**config.mk**
```make
export PLATFORM = sky130hd
export DESIGN_NAME = hazard_forward_unit
export DESIGN_NICKNAME = d
export VERILOG_FILES = /design/src/rtl/hazard_pkg.sv /design/src/rtl/dest_scoreboard_pipe.sv /design/src/rtl/hazard_forward_unit.sv
export SDC_FILE = /design/constraint.sdc
export NUM_CORES = 1
export LEC_CHECK = 0
export CAP_MARGIN = 30
export CORE_ASPECT_RATIO = 1.25
export CORE_UTILIZATION = 57
export DETAILED_ROUTE_END_ITERATION = 10
export GPL_TIMING_DRIVEN = 0
export PLACE_DENSITY = 0.94
export SLEW_MARGIN = 0
export SYNTH_ARGS = -nofsm -noshare
export SYNTH_HDL_FRONTEND = slang
export SYNTH_HIERARCHICAL = 1
export SYNTH_SLANG_ARGS = --single-unit
```
**constraint.sdc**
```tcl
create_clock -name i_clk -period 3.99 [get_ports i_clk]
set_input_delay 0.798 -clock i_clk [delete_from_list [all_inputs] [get_ports i_clk]]
set_output_delay 0.798 -clock i_clk [all_outputs]
set_load 0.05 [all_outputs]
```
**src/rtl/hazard_pkg.sv**
```systemverilog
// Shared definitions for the hazard/forwarding unit.
//   FWD_*        : EX-stage operand source selects
//   slot_entry_t : one in-flight destination record in the scoreboard pipe
package hazard_pkg;

  localparam logic [1:0] FWD_RF    = 2'b00;
  localparam logic [1:0] FWD_EXMEM = 2'b01;
  localparam logic [1:0] FWD_MEMWB = 2'b10;

  // Entries carry a fixed-width dest field so the struct can live in a
  // package; users zero-extend their REG_ADDR_WIDTH address into it and
  // compare only the low REG_ADDR_WIDTH bits (REG_ADDR_WIDTH <= 8).
  localparam int unsigned SLOT_DEST_W = 8;

  typedef struct packed {
    logic                   valid;
    logic [SLOT_DEST_W-1:0] dest;
    logic                   is_load;
  } slot_entry_t;

  localparam slot_entry_t SLOT_BUBBLE = '0;

endpackage

```
**src/rtl/dest_scoreboard_pipe.sv**
```systemverilog
// NUM_SLOTS-deep shift register of in-flight destination entries.
//   i_clk, i_rst : clock, synchronous active-high reset (all slots invalid)
//   i_insert     : 1 = load i_entry into slot1, 0 = load a bubble
//   i_entry      : entry for the instruction leaving ID
//   o_slots      : per-slot contents, index 0 = slot1 (EX)
module dest_scoreboard_pipe
  import hazard_pkg::*;
#(
  parameter int unsigned NUM_SLOTS = 3
) (
  input  logic                          i_clk,
  input  logic                          i_rst,
  input  logic                          i_insert,
  input  slot_entry_t                   i_entry,
  output slot_entry_t [NUM_SLOTS-1:0]   o_slots
);

  slot_entry_t [NUM_SLOTS-1:0] r_slots;

  always_ff @(posedge i_clk) begin
    if (i_rst) begin
      r_slots <= '0;
    end else begin
      r_slots[0] <= i_insert ? i_entry : SLOT_BUBBLE;
      for (int unsigned k = 1; k < NUM_SLOTS; k++) begin
        r_slots[k] <= r_slots[k-1];
      end
    end
  end

  assign o_slots = r_slots;

endmodule

```
**src/rtl/hazard_forward_unit.sv**
```systemverilog
// ID-side hazard detector with registered EX forwarding selects.
//   i_clk, i_rst        : pipeline clock, synchronous active-high reset
//   i_id_valid          : ID holds a real instruction
//   i_id_src_a/_used    : first source register and its use flag
//   i_id_src_b/_used    : second source register and its use flag
//   i_id_dest/_we       : destination register and write enable
//   i_id_is_load        : result comes from data memory
//   i_flush             : kill the ID instruction (jump taken)
//   o_stall             : hold PC and IF_ID, bubble into EX (combinational)
//   o_fwd_sel_a/_b      : EX operand source, 00 RF / 01 EX_MEM / 10 MEM_WB
//   o_stall_count       : saturating count of stalled cycles
module hazard_forward_unit
  import hazard_pkg::*;
#(
  parameter int unsigned REG_ADDR_WIDTH  = 4,
  parameter int unsigned NUM_SLOTS       = 3,
  parameter int unsigned FORWARD_EN      = 1,
  parameter int unsigned R0_ZERO         = 0,
  parameter int unsigned STALL_CNT_WIDTH = 16
) (
  input  logic                       i_clk,
  input  logic                       i_rst,
  input  logic                       i_id_valid,
  input  logic [REG_ADDR_WIDTH-1:0]  i_id_src_a,
  input  logic                       i_id_src_a_used,
  input  logic [REG_ADDR_WIDTH-1:0]  i_id_src_b,
  input  logic                       i_id_src_b_used,
  input  logic [REG_ADDR_WIDTH-1:0]  i_id_dest,
  input  logic                       i_id_dest_we,
  input  logic                       i_id_is_load,
  input  logic                       i_flush,
  output logic                       o_stall,
  output logic [1:0]                 o_fwd_sel_a,
  output logic [1:0]                 o_fwd_sel_b,
  output logic [STALL_CNT_WIDTH-1:0] o_stall_count
);

  slot_entry_t [NUM_SLOTS-1:0] w_slots;
  slot_entry_t                 w_entry;
  logic                        w_insert;
  logic                        w_hit_a1, w_hit_a2, w_hit_b1, w_hit_b2;
  logic                        w_hazard;
  logic                        w_stall;
  logic [1:0]                  w_fwd_a_nxt, w_fwd_b_nxt;
  logic                        w_unused_slot_bits;

  logic [1:0]                  r_fwd_a, r_fwd_b;
  logic [STALL_CNT_WIDTH-1:0]  r_stall_cnt;

  function automatic logic f_match(input slot_entry_t              e,
                                   input logic                     used,
                                   input logic [REG_ADDR_WIDTH-1:0] src);
    logic r0_blocked;
    r0_blocked = (R0_ZERO != 0) && (src == '0);
    return e.valid && used && (e.dest[REG_ADDR_WIDTH-1:0] == src) && !r0_blocked;
  endfunction

  // Youngest producer wins; slot3 never needs a path because the RF is
  // write-through.
  function automatic logic [1:0] f_sel(input logic hit1, input logic hit2);
    if (hit1)      return FWD_EXMEM;
    else if (hit2) return FWD_MEMWB;
    else           return FWD_RF;
  endfunction

  always_comb begin
    w_entry         = SLOT_BUBBLE;
    w_entry.valid   = 1'b1;
    w_entry.dest    = SLOT_DEST_W'(i_id_dest);
    w_entry.is_load = i_id_is_load;
  end

  assign w_insert = i_id_valid && i_id_dest_we && !w_stall && !i_flush;

  dest_scoreboard_pipe #(
    .NUM_SLOTS (NUM_SLOTS)
  ) u_pipe (
    .i_clk    (i_clk),
    .i_rst    (i_rst),
    .i_insert (w_insert),
    .i_entry  (w_entry),
    .o_slots  (w_slots)
  );

  // Slots past MEM and the padding bits of dest feed no comparator.
  assign w_unused_slot_bits = ^w_slots;

  assign w_hit_a1 = f_match(w_slots[0], i_id_src_a_used, i_id_src_a);
  assign w_hit_a2 = f_match(w_slots[1], i_id_src_a_used, i_id_src_a);
  assign w_hit_b1 = f_match(w_slots[0], i_id_src_b_used, i_id_src_b);
  assign w_hit_b2 = f_match(w_slots[1], i_id_src_b_used, i_id_src_b);

  always_comb begin
    if (FORWARD_EN != 0) begin
      w_hazard = (w_hit_a1 || w_hit_b1) && w_slots[0].is_load;
    end else begin
      w_hazard = w_hit_a1 || w_hit_b1 || w_hit_a2 || w_hit_b2;
    end
    // Flush overrides stall; reset masks it so nothing stale escapes.
    w_stall = !i_rst && i_id_valid && !i_flush && w_hazard;
  end

  always_comb begin
    w_fwd_a_nxt = FWD_RF;
    w_fwd_b_nxt = FWD_RF;
    if ((FORWARD_EN != 0) && !w_stall && !i_flush) begin
      w_fwd_a_nxt = f_sel(w_hit_a1, w_hit_a2);
      w_fwd_b_nxt = f_sel(w_hit_b1, w_hit_b2);
    end
  end

  always_ff @(posedge i_clk) begin
    if (i_rst) begin
      r_fwd_a     <= FWD_RF;
      r_fwd_b     <= FWD_RF;
      r_stall_cnt <= '0;
    end else begin
      r_fwd_a <= w_fwd_a_nxt;
      r_fwd_b <= w_fwd_b_nxt;
      if (w_stall && (r_stall_cnt != '1)) begin
        r_stall_cnt <= r_stall_cnt + 1'b1;
      end
    end
  end

  assign o_stall       = w_stall;
  assign o_fwd_sel_a   = r_fwd_a;
  assign o_fwd_sel_b   = r_fwd_b;
  assign o_stall_count = r_stall_cnt;

endmodule

```
Word level (Yosys, flattened, before mapping). Cells that the tools add are included.

Bits in registers: 31. Logic and storage cells: 48. Bits of input ports: 20. Output and inout bits: 21.

Equality and inequality tests: 5. Bitwise gates (word level): 2. Reduce and logical (&&, ||, !) cells: 25. Multiplexer cells: 5. Add/sub/neg operators: 1.

Operators with widths (number): 1-bit logical AND (17); 16-bit by 1-bit adder with 16-bit output (second input constant) (1); 4-bit == test (4); 16-bit != test (second input constant) (1); 10-bit 2-to-1 mux (1); 3-bit OR reduction (2); 2-bit 2-to-1 mux (2); 2-bit OR reduction (2); 1-bit zero test (3); 1-bit 2-to-1 mux (2); 1-bit inverter (2); 1-bit logical OR (1).

Longest topological paths before layout. Gate-level depths: netlist (run 1).

Word-level depth: 10. Mapped depth: 8. Mapped depth without buffers: 6.

Modules after synthesis. Netlist (run 1), hierarchy kept.

By module, submodules not included: hazard_forward_unit (cells each 165, instances 1, seq. area each 400.4 um^2, area an instance 1351.3 um^2); dest_scoreboard_pipe (cells each 63, instances 1, seq. area each 600.6 um^2, area an instance 877.1 um^2).

Worst setup path after synthesis (run 1). No wires, ideal clock.

Kind: input to output. From: input port i_id_src_b[0]. To: output port o_stall. Required time: 3192 ps. Arrival time: 2701 ps. Buffers on the path: 2. Stages: 6. Slack: 491 ps. Path through: inv_1 a222oi_1 or4b_1 buf_6 buf_6 a21oi_1.

Cells in the longest elaborated chain, start to end: 5.

Ends and longest elaborated chain: start: declaration (line hazard_forward_unit.sv:26) `input logic [REG_ADDR_WIDTH-1:0] i_id_src_b,`; 4-bit == test (line hazard_forward_unit.sv:55) `return e.valid && used && (e.dest[REG_ADDR_WIDTH-1:0] == src) && !r0_blocked;`; 1-bit logical AND (line hazard_forward_unit.sv:55); 1-bit logical OR; 1-bit logical AND (line hazard_forward_unit.sv:95) `w_hazard = (w_hit_a1 || w_hit_b1) && w_slots[0].is_load;`; 1-bit logical AND (line hazard_forward_unit.sv:100) `w_stall = !i_rst && i_id_valid && !i_flush && w_hazard;`; end: declaration (line hazard_forward_unit.sv:32) `output logic o_stall,`.

Every way passes these cells.

Worst setup path after layout (run 1). Same ends and word-level chain as after synthesis.

==> impl_metrics.py, run 1 <==
metrics = {
    "status": {
        "status": "complete, no violations",
    },
    "global_route": {
        "antenna_found_initial": 0,
        "gr-total-overflow": 0,
        "grt_pass1_wl_mm": 6.35,
        "track_usage": 0.263,
        "grt_max_degree": 11,
        "grt_pass1_vias": 1463,
    },
    "routing": {
        "wl_per_cell_microns": 13.8,
        "viasPerCell": 5.75,
        "num_vias": 1558,
        "firstDrtPassIters": 4,
        "drt_iter0_drc": 68,
        "wl_mm": 3.75,
        "postRouteAntennaNets": 0,
        "route.detailed.drc": 0,
    },
    "cts": {
        "clkLatencyLatePin_ps": 340,
        "cts_hold_buf": 0,
        "tritoncts": "yes",
        "cts_sinks": 31,
        "htreeDepth": 2,
        "clk_pin_slew_ps": 90,
        "cts-root-buf": "clkbuf_4",
        "cts_buffer_depth": 2,
        "cts_buffers": 5,
    },
    "sta": {
        "fmax_mhz": 267,
        "fin_crit_ps": 3750,
        "timing.final.crit_share": 0.940,
        "setup_viol": 0,
        "rsz0062_at_grt": "false",
        "finalHoldViolCount": 0,
        "drv_slew": 0,
        "fin_skew_ps": 8.61,
        "maxSlewHeadroom": 0.664,
        "whs_ps": 525,
        "tightestPinTransition_ps": 504,
    },
    "worst_setup_path": {
        "crit_arrival_ps": 2950,
        "path_max_fanout": 10,
        "endpoint_kind": "output port",
        "critPathRequiredTime_ps": 3190,
        "r2r_setup_slack_ps": 1830,
        "startpoint_type": "primary input",
        "reg2regPathDepth": 7,
        "critPathKind": "primary input to output port",
    },
    "placed_design": {
        "port_buffers": 40,
        "place_congestion": 0.805,
        "dp.final_hpwl_mm": 2.86,
    },
    "die": {
        "die-area_sq_mm": 0.00319,
        "start_util": 0.613,
        "die_y_microns": 62.9,
        "std_cell_rows": 21,
        "coreArea_sq_mm": 0.00276,
        "ioPinCount": 41,
        "die_width_microns": 50.7,
    },
    "yosys": {
        "synth_cells": 189,
        "yosysWarnings": 6,
        "avgSynthCellArea_sq_um": 8.94,
        "synth.net_count": 210,
        "syn-cell-area_sq_mm": 0.00169,
    },
    "finish": {
        "nNetsFinal": 257,
        "drive_gt1_frac": 0.152,
        "diodes": 0,
        "area_growth_pct": 31.0,
        "fill_cells": 175,
        "postLayoutCoreUtil": 0.803,
    },
    "power": {
        "p_per_area_mw_per_mm2": 278,
        "p_total_mw": 0.616,
        "p_leak_nw": 0.845,
        "vdd_ir_drop_max_v": 0.000273,
    },
    "worst_hold_path": {
        "whs_path_depth": 1,
        "hold_path.class": "flip-flop to flip-flop",
    },
    "run": {
        "cap_violations": 0,
    },
}
==> power by group <==
part	switching, mW	leakage, nW	internal (mW)
sequential	0.00138	0.250	0.311
clock	0.107	0.0482	0.148
combinational	0.0212	0.547	0.0277
==> worst max-delay path: stages <==
cell and delay, ps:
clkdlybuf4s50_1 490, inv_1 70, a222oi_1 300, or4b_1 480, buf_6 160, buf_6 150, a21oi_1 190, clkbuf_2 310
==> flip-flops by register name, indices dropped and copies added, names as in the netlist <==
signal and count:
u_pipe/o_slots 11, o_stall_count 16, o_fwd_sel_b 2, o_fwd_sel_a 2
==> placed cells by master, fill, tap and decap left out, types with 2 or more instances in the layout <==
master	count
clkdlybuf4s50_1	39
dfxtp_1	31
nor2_1	27
nor2b_1	14
xor2_1	10
nand4_1	10
nand3_1	10
nand2_1	8
mux2_1	8
a21oi_1	7
clkbuf_4	7
a21oi_2	6
mux2_2	6
and3b_1	6
inv_1	5
nor2b_2	5
nor3_1	3
xnor2_1	3
buf_6	3
clkbuf_1	3
buf_2	2
or4b_1	2
nor4_1	2
a211oi_2	2
==> what timing repair did <==
action                                  in CTS  in global routing
endpoints found under the setup margin       1                  1
gates resized for setup                      1                  2
setup buffers                                0                  0
cloned                                       0                  0
==> final timing paths <==
check,endpoint,start
hold reg to reg,u_pipe/o_slots[19],u_pipe/o_slots[9]
setup reg to reg,u_pipe/o_slots[9],u_pipe/o_slots[1]
hold / removal,u_pipe/o_slots[19],u_pipe/o_slots[9]
setup / recovery,o_stall,i_id_src_b[0]
==> routing by layer <==
metal	vias up	global-route usage	routed length [microns]
met5	-	0	0
met4	0	0.0868	61
met3	10	0.0681	203
met2	60	0.458	1940
met1	731	0.304	1540
li1	757	-	-
==> layout make-up <==
cell class              instances  area, sq um  share of cell area
multi-input cells             143          981               0.443
clock buffers                   6         51.3              0.0232
well taps                      34         42.5              0.0192
inverters                       5         18.8             0.00847
repair buffers                 40          395               0.179
plain buffers                  10         70.1              0.0316
flip-flops and latches         31          621               0.280
clock inverters                 2         35.0              0.0158
==> per-stage QoR <==
stage	cells	TNS (ps)	setup slack, ps	cell area, sq um
3_5_place_dp	263	-283	-283	2130
6_report	271	0	239	2210
4_1_cts	271	0	4.50	2220
5_1_grt	271	0	119	2210
3_3_place_gp	263	-285	-285	2130
2_1_floorplan	189	0	491	1690
No activity file was read; power rests on OpenSTA's default activity.
==> run 2: changes to the inputs <==
CORE_ASPECT_RATIO = 0.9   (was 1.25)
MAX_ROUTING_LAYER = met4   (was default)
==> run 2 against run 1 <==
  * Clock power is essentially flat
  * Routed wire length grew 4.4%
  * Register-to-register slack gained 20 ps
  * Critical path type unchanged
  * Critical endpoint unchanged
==> impl_metrics.py, run 2 (synthesis gave the netlist of run 1 again) <==
metrics = {
    "worst_setup_path": {
        "critPathKind": "primary input to output port",
        "crit_arrival_ps": 3060,
        "critical-path-top-delay-family": "buffers and inverters",
        "critPathMaxStageDelay_ps": 490,
        "worst_path_most_repeated_cell": "buf_6",
        "slowest_stage": "clkdlybuf4s50_1",
        "endpoint_kind": "output port",
        "critPathBufInv": 5,
        "crit_chain": "clkdlybuf4s50_1 > inv_1 > a222oi_1 > or4b_1 > buf_6 > buf_6 > a21oi_1 > clkdlybuf4s18_2",
        "startpoint_type": "primary input",
        "critPathRequiredTime_ps": 3190,
        "path_max_fanout": 10,
    },
    "sta": {
        "tightestPinTransition_ps": 559,
        "rsz0062_at_grt": "false",
        "timing.final.crit_share": 0.968,
        "setup_viol": 0,
        "fin_crit_ps": 3860,
        "maxSlewHeadroom": 0.624,
        "finalHoldViolCount": 0,
        "fmax_mhz": 259,
        "fin_setup_tns_ps": 0,
        "drv_slew": 0,
        "fin_skew_ps": 6.90,
    },
    "routing": {
        "dr_wl_met3_microns": 325,
        "postRouteAntennaNets": 0,
        "drt_iter0_drc": 103,
        "met2_length_mm": 1.81,
        "route.detailed.drc": 0,
        "wl_met1_mm": 1.72,
        "wl_per_cell_microns": 14.0,
        "wl_mm": 3.91,
        "firstDrtPassIters": 4,
        "top_layer": "met4",
        "num_vias": 1560,
        "viasPerCell": 5.59,
    },
    "global_route": {
        "grt_pass1_wl_mm": 6.08,
        "grt_max_degree": 11,
        "track_usage": 0.272,
        "gr-total-overflow": 0,
        "grt_pass1_vias": 1324,
        "antenna_found_initial": 0,
    },
    "run": {
        "cap_violations": 0,
    },
    "placed_design": {
        "dp.final_hpwl_mm": 2.78,
        "place_congestion": 0.868,
        "dpl-instance-area_sq_mm": 0.00214,
        "port_buffers": 40,
    },
    "cts": {
        "htreeDepth": 2,
        "cts-root-buf": "clkbuf_4",
        "clkLatencyLatePin_ps": 330,
        "cts_sinks": 31,
        "cts_hold_buf": 0,
        "cts_buffers": 5,
        "cts_buffer_depth": 2,
        "clk_pin_slew_ps": 100,
        "tritoncts": "yes",
    },
    "die": {
        "ioPinCount": 41,
        "die_width_microns": 59.4,
        "start_util": 0.610,
        "coreArea_sq_mm": 0.00277,
        "die-area_sq_mm": 0.00319,
        "std_cell_rows": 18,
        "die_y_microns": 53.7,
    },
    "finish": {
        "drive_gt1_frac": 0.159,
        "nNetsFinal": 259,
        "postLayoutCoreUtil": 0.809,
        "final_common_cell": "clkdlybuf4s50_1",
        "largest_reg_flops": 16,
        "final_cell_mix": "clkdlybuf4s50_1 (39), dfxtp_1 (31), nor2_1 (27)",
        "area_growth_pct": 32.6,
        "fill_cells": 179,
        "diodes": 0,
        "fin_area_sq_mm": 0.00224,
    },
    "power": {
        "p_total_mw": 0.619,
        "p_per_area_mw_per_mm2": 276,
        "vdd_ir_drop_max_v": 0.000255,
        "p_leak_nw": 0.853,
    },
    "worst_hold_path": {
        "hold_path.class": "flip-flop to flip-flop",
    },
    "status": {
        "status": "complete, no violations",
    },
}
-- run 2: changes by cell type in the layout (fill, tap and decap cells not counted), sizes merged --
cell           previous run  this run
buf                       5         7
clkbuf                   12        11
clkdlybuf4s18             0         1
-- run 2: through the flow --
step,hold WS (ps),std cells,setup WS [ps]
after floorplan,464,189,491
after detailed placement,518,269,-291
final,530,279,128
after CTS,532,277,125
after global placement,499,269,-285
after global routing,549,279,2.40
-- run 2: worst reg2reg max path: cells and delay by family, from the launching register on --
kind	cells	cell delay (ps)
mux	1	310
simple gates	3	810
buf+inv	1	220
compound gates	1	50
fa+ha+maj	1	230
flops	1	430
-- run 2: power breakdown --
group	internal, mW	leakage (nW)	switching, mW
Clock	0.148	0.0482	0.110
Combinational	0.0278	0.555	0.0211
Sequential	0.311	0.250	0.00144
-- run 2: final cells by class --
type                            count  area (sq um)  area share
Tap cell                           40          50.0      0.0223
Buffer                             10          70.1      0.0313
Sequential cell                    31           621       0.277
Multi-Input combinational cell    143           981       0.438
Timing Repair Buffer               42           415       0.185
Inverter                            5          18.8     0.00837
Clock buffer                        6          51.3      0.0229
Clock inverter                      2          35.0      0.0156
-- run 2: repair_timing --
action | in CTS | in global routing
pin swaps | 0 | 1
buffers inserted | 0 | 2
cloned | 0 | 0
gates resized for setup | 3 | 1
setup endpoints to repair | 1 | 1
-- run 2: per-layer routing --
metal,track usage,vias up
met5,-,-
met4,0.0992,0
met3,0.0649,7
met2,0.401,73
met1,0.362,726
li1,-,754
-- run 2: path summary, 6_finish.rpt --
path / depth (start not counted) / slack, ps / end / start
min reg2reg: 1 / 530 / u_pipe/o_slots[13] / u_pipe/o_slots[3]
max: 8 / 130 / o_stall / i_id_src_b[0]
min: 1 / 530 / u_pipe/o_slots[13] / u_pipe/o_slots[3]
max reg2reg: 7 / 1850 / o_stall_count[2] / o_stall_count[0]
==> run 3: changes to the inputs <==
CELL_PAD_IN_SITES_DETAIL_PLACEMENT = 0   (was default)
CELL_PAD_IN_SITES_GLOBAL_PLACEMENT = 1   (was default)
CORE_UTILIZATION = 43   (was 57)
CTS_BUF_LIST = sky130_fd_sc_hd__clkbuf_8 sky130_fd_sc_hd__clkbuf_16   (was default)
PLACE_DENSITY = 0.93   (was 0.94)
==> run 3 against run 2 <==
  * Global-route usage decreased by 6.5 points
  * Sequential power about the same
  * Setup slack improved by 77 ps
  * First-iteration DRC count shrank 22%
  * Critical path type unchanged
  * Final cell count rose by 1.8%
  * Die area up 31%
  * Fmax grew 2.0%
  * Cell area increased by 0.95%
  * Combinational power is 1% lower
==> impl_metrics.py, run 3 (synthesis gave the netlist of run 1 again) <==
metrics = {
    "worst_setup_path": {
        "critPathRequiredTime_ps": 3190,
        "critPathKind": "primary input to output port",
        "slowest_stage": "clkdlybuf4s50_1",
        "critPathMaxStageDelay_ps": 490,
        "crit_chain": "clkdlybuf4s50_1 > inv_1 > a222oi_1 > or4b_1 > buf_6 > buf_6 > a21oi_1 > buf_2",
        "startpoint_type": "primary input",
        "path_max_fanout": 10,
        "crit_arrival_ps": 2990,
        "worst_path_most_repeated_cell": "buf_6",
        "endpoint_kind": "output port",
    },
    "global_route": {
        "gr-total-overflow": 0,
        "grt_pass1_vias": 1291,
        "antenna_found_initial": 0,
        "grt_pass1_wl_mm": 6.13,
        "track_usage": 0.207,
        "grt_max_degree": 12,
    },
    "cts": {
        "htreeDepth": 2,
        "cts_buffer_depth": 2,
        "tritoncts": "yes",
        "cts-root-buf": "clkbuf_8",
        "clk_pin_slew_ps": 70,
        "cts_buffers": 5,
        "cts_sinks": 31,
        "clkLatencyLatePin_ps": 280,
    },
    "sta": {
        "maxSlewHeadroom": 0.667,
        "tightestPinTransition_ps": 498,
        "fin_skew_ps": 9.91,
        "finalHoldViolCount": 0,
        "setup_viol": 0,
        "fin_crit_ps": 3790,
        "drv_slew": 0,
        "rsz0062_at_grt": "false",
        "fmax_mhz": 264,
        "timing.final.crit_share": 0.949,
        "whs_ps": 527,
    },
    "die": {
        "start_util": 0.453,
        "std_cell_rows": 21,
        "coreArea_sq_mm": 0.00373,
        "die_width_microns": 68.1,
        "die-area_sq_mm": 0.00419,
        "die_y_microns": 61.5,
        "ioPinCount": 41,
    },
    "placed_design": {
        "place_congestion": 0.835,
        "dp_cells": 275,
        "port_buffers": 40,
        "dp.final_hpwl_mm": 2.75,
    },
    "power": {
        "switchingPower_mw": 0.144,
        "pwr-share-seq": 0.467,
        "vdd_ir_drop_max_v": 0.000189,
        "p_leak_nw": 0.860,
        "p_per_area_mw_per_mm2": 295,
        "power.internal_mw": 0.524,
        "p_total_mw": 0.668,
        "clkPwrFrac": 0.461,
        "swShare": 0.215,
        "pwr-share-comb": 0.072,
    },
    "finish": {
        "largest_reg_flops": 16,
        "area_growth_pct": 33.9,
        "final_cell_mix": "clkdlybuf4s50_1 (39), dfxtp_1 (31), nor2_1 (27)",
        "final_common_cell": "clkdlybuf4s50_1",
        "final_cell_count_no_fill": 284,
        "diodes": 0,
        "drive_gt1_frac": 0.155,
        "nNetsFinal": 258,
    },
    "routing": {
        "firstDrtPassIters": 4,
        "route.detailed.drc": 0,
        "wl_mm": 3.67,
        "postRouteAntennaNets": 0,
        "num_vias": 1473,
        "viasPerCell": 5.19,
        "drt_iter0_drc": 80,
        "wl_per_cell_microns": 12.9,
    },
    "worst_hold_path": {
        "hold_path.class": "flip-flop to flip-flop",
    },
    "run": {
        "cap_violations": 0,
    },
    "status": {
        "status": "complete, no violations",
    },
}
-- run 3: layer usage --
metal	GRT usage	up-vias	routed length [microns]
met5	-	-	0
met4	0.0714	0	39
met3	0.0556	5	171
met2	0.307	32	1580
met1	0.271	678	1880
li1	-	758	-
-- run 3: cell type report --
cell class | count | area, sq um
clock inverter | 3 | 43.8
fill | 348 | 1470
timing repair buffer | 41 | 403
sequential | 31 | 621
inverter | 5 | 18.8
buffer | 10 | 70.1
tap | 46 | 57.6
clock buffer | 5 | 68.8
multi-input combinational | 143 | 981
-- run 3: power groups by stage --
stage | Combinational, mW | Sequential [mW] | Clock (mW)
6_report | 0.0482 | 0.312 | 0.308
2_1_floorplan | 0.0207 | 0.319 | 0
3_3_place_gp | 0.0477 | 0.319 | 0
3_5_place_dp | 0.0482 | 0.319 | 0
5_1_grt | 0.0525 | 0.312 | 0.330
4_1_cts | 0.0485 | 0.312 | 0.315
-- run 3: stage by stage --
step	cell area [sq um]	worst slack, ps	TNS, ps	utilization
2_1_floorplan	1690	491	0	-
3_3_place_gp	2150	-331	-331	0.576
3_5_place_dp	2150	-335	-335	0.576
4_1_cts	2260	99.3	0	0.606
5_1_grt	2260	85.1	0	0.607
6_report	2260	204	0	0.607
-- run 3: timing repair --
action                                  4_1_cts  5_1_grt
setup buffers                                 0        1
endpoints found under the setup margin        1        1
pin swaps                                     0        1
gates resized for setup                       3        2
hold buffers                                  0        0
hold endpoints to repair                      0        0
cloned                                        0        0
-- run 3: critical path, delay by kind of cell --
family	cells	cell delay [ps]
buffers and inverters	5	1180
AND/OR/NAND/NOR	1	490
AO/OA/AOI/OAI	2	520
-- run 3: worst paths after layout --
check                         start                 end  slack, ps  depth (start not counted)
setup reg to reg   o_stall_count[1]    o_stall_count[6]       1860                          7
hold / removal    u_pipe/o_slots[9]  u_pipe/o_slots[19]        530                          1
setup / recovery      i_id_src_b[0]             o_stall        200                          8
hold reg to reg   u_pipe/o_slots[9]  u_pipe/o_slots[19]        530                          1
